### config.mk
export PLATFORM = sky130hd
export DESIGN_NAME = vga_timing_gen
export DESIGN_NICKNAME = d
export VERILOG_FILES = /design/src/rtl/vga_timing_gen.sv
export SDC_FILE = /design/constraint.sdc
export NUM_CORES = 1
export LEC_CHECK = 0
export ABC_AREA = 1
export BUFFER_PORTS_ARGS = -buffer_cell sky130_fd_sc_hd__buf_4
export CAP_MARGIN = 20
export CORE_ASPECT_RATIO = 1.5
export CORE_MARGIN = 10
export CORE_UTILIZATION = 35
export DETAILED_ROUTE_END_ITERATION = 6
export HOLD_SLACK_MARGIN = 0.1
export PLACE_DENSITY = 0.52
export SKIP_CTS_REPAIR_TIMING = 1
export SLEW_MARGIN = 25
export SYNTH_ARGS = -nofsm -noshare
export SYNTH_HDL_FRONTEND = slang
export SYNTH_SLANG_ARGS = --single-unit
### constraint.sdc
create_clock -name clk -period 3.3 [get_ports clk]
set_input_delay 0.165 -clock clk [delete_from_list [all_inputs] [get_ports clk]]
set_output_delay 0.165 -clock clk [all_outputs]
set_load 0.03 [all_outputs]
### src/rtl/vga_timing_gen.sv
`default_nettype none
// ============================================================================
// Module   : vga_timing_gen
// Purpose  : VGA raster timing generator with pixel-memory addressing, a
//            latency-matched sync/blank pipeline and built-in test patterns.
// Ports    : clk, rst (async, active low), en (timing enable)
//            mode (0 memory, 1 colour bars, 2 solid, 3 grid), solid_rgb
//            h_addr/v_addr -> pixel memory, rd_data <- pixel memory {R,G,B}
//            hsync, vsync, valid (blank_n), vga_r/g/b
//            frame_start, line_start (one-clk pulses on first active pixel)
// Revision : 1.0 - initial release
// ============================================================================
module vga_timing_gen #(
  parameter int   H_ACTIVE = 640,
  parameter int   H_FP     = 16,
  parameter int   H_SYNC   = 96,
  parameter int   H_BP     = 48,
  parameter int   V_ACTIVE = 480,
  parameter int   V_FP     = 10,
  parameter int   V_SYNC   = 2,
  parameter int   V_BP     = 33,
  parameter logic HS_POL   = 1'b0,
  parameter logic VS_POL   = 1'b0,
  parameter int   RD_LAT   = 1,
  parameter int   CLK_DIV  = 1,
  parameter int   AW       = 10
) (
  input  logic          clk,
  input  logic          rst,
  input  logic          en,
  input  logic [1:0]    mode,
  input  logic [23:0]   solid_rgb,
  output logic [AW-1:0] h_addr,
  output logic [AW-1:0] v_addr,
  input  logic [23:0]   rd_data,
  output logic          hsync,
  output logic          vsync,
  output logic          valid,
  output logic [7:0]    vga_r,
  output logic [7:0]    vga_g,
  output logic [7:0]    vga_b,
  output logic          frame_start,
  output logic          line_start
);

  localparam int c_H_TOTAL = H_ACTIVE + H_FP + H_SYNC + H_BP;
  localparam int c_V_TOTAL = V_ACTIVE + V_FP + V_SYNC + V_BP;
  localparam int c_HW      = $clog2(c_H_TOTAL);
  localparam int c_VW      = $clog2(c_V_TOTAL);
  localparam int c_DW      = (CLK_DIV > 1) ? $clog2(CLK_DIV) : 1;
  localparam int c_PW      = 3 + c_HW + c_VW;

  localparam logic [c_DW-1:0] c_DIV_LAST  = c_DW'(CLK_DIV - 1);
  localparam logic [c_HW-1:0] c_H_LAST    = c_HW'(c_H_TOTAL - 1);
  localparam logic [c_VW-1:0] c_V_LAST    = c_VW'(c_V_TOTAL - 1);
  localparam logic [c_HW-1:0] c_H_ACT     = c_HW'(H_ACTIVE);
  localparam logic [c_VW-1:0] c_V_ACT     = c_VW'(V_ACTIVE);
  localparam logic [c_HW-1:0] c_HS_START  = c_HW'(H_ACTIVE + H_FP);
  localparam logic [c_HW-1:0] c_HS_END    = c_HW'(H_ACTIVE + H_FP + H_SYNC - 1);
  localparam logic [c_VW-1:0] c_VS_START  = c_VW'(V_ACTIVE + V_FP);
  localparam logic [c_VW-1:0] c_VS_END    = c_VW'(V_ACTIVE + V_FP + V_SYNC - 1);

  logic [c_DW-1:0] r_div;
  logic [c_HW-1:0] r_h_cnt;
  logic [c_VW-1:0] r_v_cnt;
  logic            w_pix_ce;

  // Divider counts only while enabled, so a paused pixel resumes with the
  // remainder of its CLK_DIV window rather than restarting it.
  assign w_pix_ce = en && (r_div == c_DIV_LAST);

  always_ff @(posedge clk or negedge rst) begin
    if (!rst) begin
      r_div <= '0;
    end else if (en) begin
      r_div <= (r_div == c_DIV_LAST) ? '0 : r_div + c_DW'(1);
    end
  end

  always_ff @(posedge clk or negedge rst) begin
    if (!rst) begin
      r_h_cnt <= '0;
      r_v_cnt <= '0;
    end else if (w_pix_ce) begin
      if (r_h_cnt == c_H_LAST) begin
        r_h_cnt <= '0;
        r_v_cnt <= (r_v_cnt == c_V_LAST) ? '0 : r_v_cnt + c_VW'(1);
      end else begin
        r_h_cnt <= r_h_cnt + c_HW'(1);
      end
    end
  end

  logic w_raw_act;
  logic w_raw_hs;
  logic w_raw_vs;
  logic w_origin;

  assign w_raw_act = en && (r_h_cnt < c_H_ACT) && (r_v_cnt < c_V_ACT);
  assign w_raw_hs  = (r_h_cnt >= c_HS_START) && (r_h_cnt <= c_HS_END);
  assign w_raw_vs  = (r_v_cnt >= c_VS_START) && (r_v_cnt <= c_VS_END);
  assign w_origin  = (r_h_cnt == '0) && (r_v_cnt == '0);
  assign h_addr    = w_raw_act ? AW'(r_h_cnt) : '0;
  assign v_addr    = w_raw_act ? AW'(r_v_cnt) : '0;

  // Sync flags travel the pipeline as "asserted" bits so a cleared stage
  // always means an idle sync level, whatever the output polarity.
  logic [c_PW-1:0] w_raw_pkt;
  logic [c_PW-1:0] w_dly_pkt;

  assign w_raw_pkt = {w_raw_hs, w_raw_vs, w_raw_act, r_h_cnt, r_v_cnt};

  if (RD_LAT == 0) begin : g_no_lat
    assign w_dly_pkt = w_raw_pkt;
  end else begin : g_lat
    logic [c_PW-1:0] r_pipe [RD_LAT];

    always_ff @(posedge clk or negedge rst) begin
      if (!rst) begin
        for (int i = 0; i < RD_LAT; i++) r_pipe[i] <= '0;
      end else if (w_pix_ce) begin
        r_pipe[0] <= w_raw_pkt;
        for (int i = 1; i < RD_LAT; i++) r_pipe[i] <= r_pipe[i-1];
      end
    end

    assign w_dly_pkt = r_pipe[RD_LAT-1];
  end

  logic            w_d_hs;
  logic            w_d_vs;
  logic            w_d_act;
  logic [c_HW-1:0] w_d_h;
  logic [c_VW-1:0] w_d_v;

  assign w_d_hs  = w_dly_pkt[c_PW-1];
  assign w_d_vs  = w_dly_pkt[c_PW-2];
  assign w_d_act = w_dly_pkt[c_PW-3];
  assign w_d_h   = w_dly_pkt[c_HW+c_VW-1 -: c_HW];
  assign w_d_v   = w_dly_pkt[c_VW-1:0];

  logic [1:0]  r_mode;
  logic [23:0] r_solid;

  always_ff @(posedge clk or negedge rst) begin
    if (!rst) begin
      r_mode  <= 2'd0;
      r_solid <= 24'h0;
    end else if (w_pix_ce && w_origin) begin
      r_mode  <= mode;
      r_solid <= solid_rgb;
    end
  end

  // With no read latency the output register samples pixel (0,0) on the very
  // tick that latches the new mode, so that one pixel bypasses the latch.
  logic [1:0]  w_mode_sel;
  logic [23:0] w_solid_sel;
  logic [2:0]  w_bar;
  logic [23:0] w_rgb;

  assign w_mode_sel  = ((RD_LAT == 0) && w_origin) ? mode : r_mode;
  assign w_solid_sel = ((RD_LAT == 0) && w_origin) ? solid_rgb : r_solid;
  assign w_bar       = 3'((32'(w_d_h) * 32'd8) / 32'(H_ACTIVE));

  always_comb begin
    w_rgb = 24'h0;
    case (w_mode_sel)
      2'd0: w_rgb = rd_data;
      2'd1: begin
        case (w_bar)
          3'd0:    w_rgb = 24'hFFFFFF;
          3'd1:    w_rgb = 24'hFFFF00;
          3'd2:    w_rgb = 24'h00FFFF;
          3'd3:    w_rgb = 24'h00FF00;
          3'd4:    w_rgb = 24'hFF00FF;
          3'd5:    w_rgb = 24'hFF0000;
          3'd6:    w_rgb = 24'h0000FF;
          default: w_rgb = 24'h000000;
        endcase
      end
      2'd2:    w_rgb = w_solid_sel;
      default: w_rgb = ((w_d_h[3:0] == 4'd0) || (w_d_v[3:0] == 4'd0)) ? 24'hFFFFFF : 24'h0;
    endcase
  end

  always_ff @(posedge clk or negedge rst) begin
    if (!rst) begin
      hsync       <= ~HS_POL;
      vsync       <= ~VS_POL;
      valid       <= 1'b0;
      vga_r       <= 8'h0;
      vga_g       <= 8'h0;
      vga_b       <= 8'h0;
      frame_start <= 1'b0;
      line_start  <= 1'b0;
    end else begin
      frame_start <= 1'b0;
      line_start  <= 1'b0;
      if (w_pix_ce) begin
        hsync                 <= w_d_hs ? HS_POL : ~HS_POL;
        vsync                 <= w_d_vs ? VS_POL : ~VS_POL;
        valid                 <= w_d_act;
        {vga_r, vga_g, vga_b} <= w_d_act ? w_rgb : 24'h0;
        frame_start           <= w_d_act && (w_d_h == '0) && (w_d_v == '0);
        line_start            <= w_d_act && (w_d_h == '0);
      end
    end
  end

endmodule
`default_nettype wire

==> results.yml <==
run_status:
  outcome: "finished, final reports clean"
synthesis:
  synth_cell_types: 43
  ys_ff_latch: 98
  syn_inst: 561
  syn-cell-area_mm2: 0.00494
  ys_warn_count: 0
  synth_area_per_cell_um2: 8.81
  syn_nets: 619
  ys_seq_area_share_pct: 49.6
pwr:
  power_leakage_nw: 3.38
  cellPowerDensity_mw_per_mm2: 587
  ir_drop_mv: 0.369
  total_power_mw: 3.78
worst_setup_path:
  worstPathRequired_ns: 3.58
  crit_type: "reg2reg"
  critPathLaunchType: "flip-flop"
  crit_fanout: 8
  end_kind: "flip-flop"
  worstPathArrival_ns: 2.80
sta:
  finClkSkew_ns: 0.0107
  rsz0062_at_grt: "false"
  max_freq_mhz: 397
  slew_violations: 0
  hold_violations: 0
  fin_setup_tns_ns: 0
  slew_headroom_pct: 43.0
  period_share_pct: 76.3
  min_period_ns: 2.52
  worst_slew_pin_slew_ns: 0.854
  setup_viol: 0
floorplan:
  die_w_um: 117
  io_pins: 102
  rows: 53
  core_area_mm2: 0.0139
  die_area_mm2: 0.0194
  die_h_um: 166
  initial_utilization_pct: 35.5
place:
  dp_hpwl_um: 10300
  gp_congestion: 0.829
  io_buffers: 100
clock_tree:
  cts_max_level: 3
  clock-sinks: 98
  cts_made_buffers: 9
  cts_max_path_buffers: 2
  clk_pin_slew_ns: 0.07
  root_buffer: "clkbuf_16"
  clock_latency_ns: 0.35
  cts_tree: "built"
min_path:
  min_path_type: "in2reg"
cells_and_area:
  nNetsFinal: 743
  n_antenna_cell: 0
  drive_above_1_share_pct: 25.1
  syn2layout_area_growth_pct: 30.1
grt:
  antenna_found_initial: 0
  grt_max_degree: 60
  grt_pass1_wl_um: 21700
  grt_remaining_overflow: 0
  first_global_vias: 4262
  grt_usage_pct: 14.3
routing:
  vias_per_cell: 4.95
  routed_wire_length_per_instance_um: 16.2
  ant_nets: 0
  drc_errors: 0
  routed_wl_um: 13800
  drt_first_pass_iters: 5
  initialDrtViolationCount: 220
  route.vias.total: 4234
flow_run:
  timing.max_cap.violations: 0
[sequential cells by signal, indices dropped and copies added, names as in the netlist]
signal and flops:
vga_b 8, vga_r 8, hsync 1, frame_start 1
r_v_cnt 10, vsync 1, r_mode 2, valid 1
vga_g 8, line_start 1, r_solid 24, r_h_cnt 10
g_lat.r_pipe 23
[cells by family (layout without fill, tap and decap cells)]
family / Yosys count / count (layout) / share of synthesized area [%]
simple gates: 231 / 231 / 21.8
compound gates: 105 / 105 / 13.5
flops: 98 / 98 / 49.6
buf+inv: 92 / 221 / 7.29
mux: 26 / 26 / 5.92
fa+ha+maj: 5 / 5 / 1.27
xor+xnor: 3 / 3 / 0.531
other cells: 1 / 1 / 0.0758
[where the power goes]
group / internal, mW / switching [mW] / total, mW / leakage, nW
sequential: 1.34 / 0.146 / 1.49 / 1.27
clock: 0.598 / 0.466 / 1.06 / 0.144
combinational: 0.444 / 0.782 / 1.23 / 1.97
total: 2.38 / 1.39 / 3.78 / 3.38
[per-layer routing]
layer,vias up,GRT usage (%),wire length [µm]
li1,2106,-,-
met5,-,0,0
met2,101,24.2,6850
met3,15,2.86,726
met4,0,6.48,281
met1,2012,16.9,5960
[worst paths after layout]
path	start	to	slack (ns)	depth (start not counted)
setup / recovery	g_lat.r_pipe[18]	vga_b[5]	0.78	18
max in group asynchronous	rst	hsync	2.04	3
setup reg to reg	g_lat.r_pipe[18]	vga_b[5]	0.78	18
hold reg to reg	g_lat.r_pipe[22]	hsync	0.44	1
hold / removal	rd_data[7]	vga_b[7]	0.21	5
min in group asynchronous	rst	vga_g[0]	0.43	2
[layout make-up]
type	instances	area [µm²]
timing repair buffer	134	1070
multi-input combinational	371	2130
clock buffer	10	229
fill	1415	7490
clock inverter	6	72.6
sequential	98	2450
tap	165	206
inverter	71	267
[Yosys cell counts (all sizes together)]
cell / number / share of area (%)
nand3: 23 / 2.7
or2: 1 / 0.13
a31oi: 2 / 0.25
nor3b: 2 / 0.30
o41ai: 1 / 0.18
clkinv: 1 / 0.076
dfrtp: 96 / 49
conb: 1 / 0.076
o21ai: 37 / 4.2
a211oi: 1 / 0.15
nor4: 3 / 0.38
xor2: 3 / 0.53
o31ai: 1 / 0.15
ha: 5 / 1.3
buf: 6 / 0.76
a221oi: 15 / 2.7
a21o: 13 / 2.0
mux2: 26 / 5.9
a21oi: 28 / 2.8
a22o: 3 / 0.53
o22ai: 1 / 0.13
nor3: 14 / 1.4
nand3b: 1 / 0.15
clkbuf: 15 / 1.1
inv: 70 / 5.3
nand2: 124 / 10
nor2: 50 / 4.4
o211ai: 3 / 0.46
nand4: 13 / 1.9
dfstp: 2 / 1.1
[worst max-delay path: stages (launching register included)]
cell,delay (ns)
dfrtp_1,0.42
inv_2,0.12
nand2_4,0.07
ha_1,0.31
o21ai_4,0.26
nand2_4,0.07
o21ai_4,0.19
nand2_2,0.10
nand2_4,0.10
nand2_4,0.07
nand3_4,0.08
nand2_1,0.05
nand2_1,0.05
nand2_1,0.06
nor2_2,0.13
nand4_4,0.15
nand2_1,0.11
nand2_1,0.05
nand2_1,0.06
[stage by stage]
| step | utilization (%) | hold WS, ns | worst slack [ns] | std cells | area [µm²] |
|---|---|---|---|---|---|
| 3_3_place_gp | 42.1 | 0.296 | 0.882 | 812 | 5860 |
| 4_1_cts | 44.2 | -0.0778 | 0.768 | 828 | 6160 |
| 6_report | 46.2 | 0.210 | 0.783 | 855 | 6430 |
| 3_5_place_dp | 42.1 | 0.294 | 0.793 | 812 | 5860 |
| 5_1_grt | 46.2 | 0.241 | 0.550 | 855 | 6430 |
| 2_1_floorplan | - | -0.131 | 1.02 | 561 | 4940 |
[cell usage in the layout (no fill, tap or decap), types with 3 or more instances in the layout]
cell,count
a221oi_1,15
nand2_4,6
o211ai_1,3
nand4_1,12
dlygate4sd3_1,27
clkbuf_16,9
nand2_1,117
dfrtp_1,96
o21ai_0,33
mux2_2,26
nor3_1,14
a21o_1,13
a22o_1,3
xor2_1,3
inv_1,63
buf_4,107
ha_1,5
nor2_1,46
inv_2,7
inv_6,3
a21oi_1,28
nor4_1,3
nand3_1,21
Note: power is estimated with default switching activity, not from simulation.
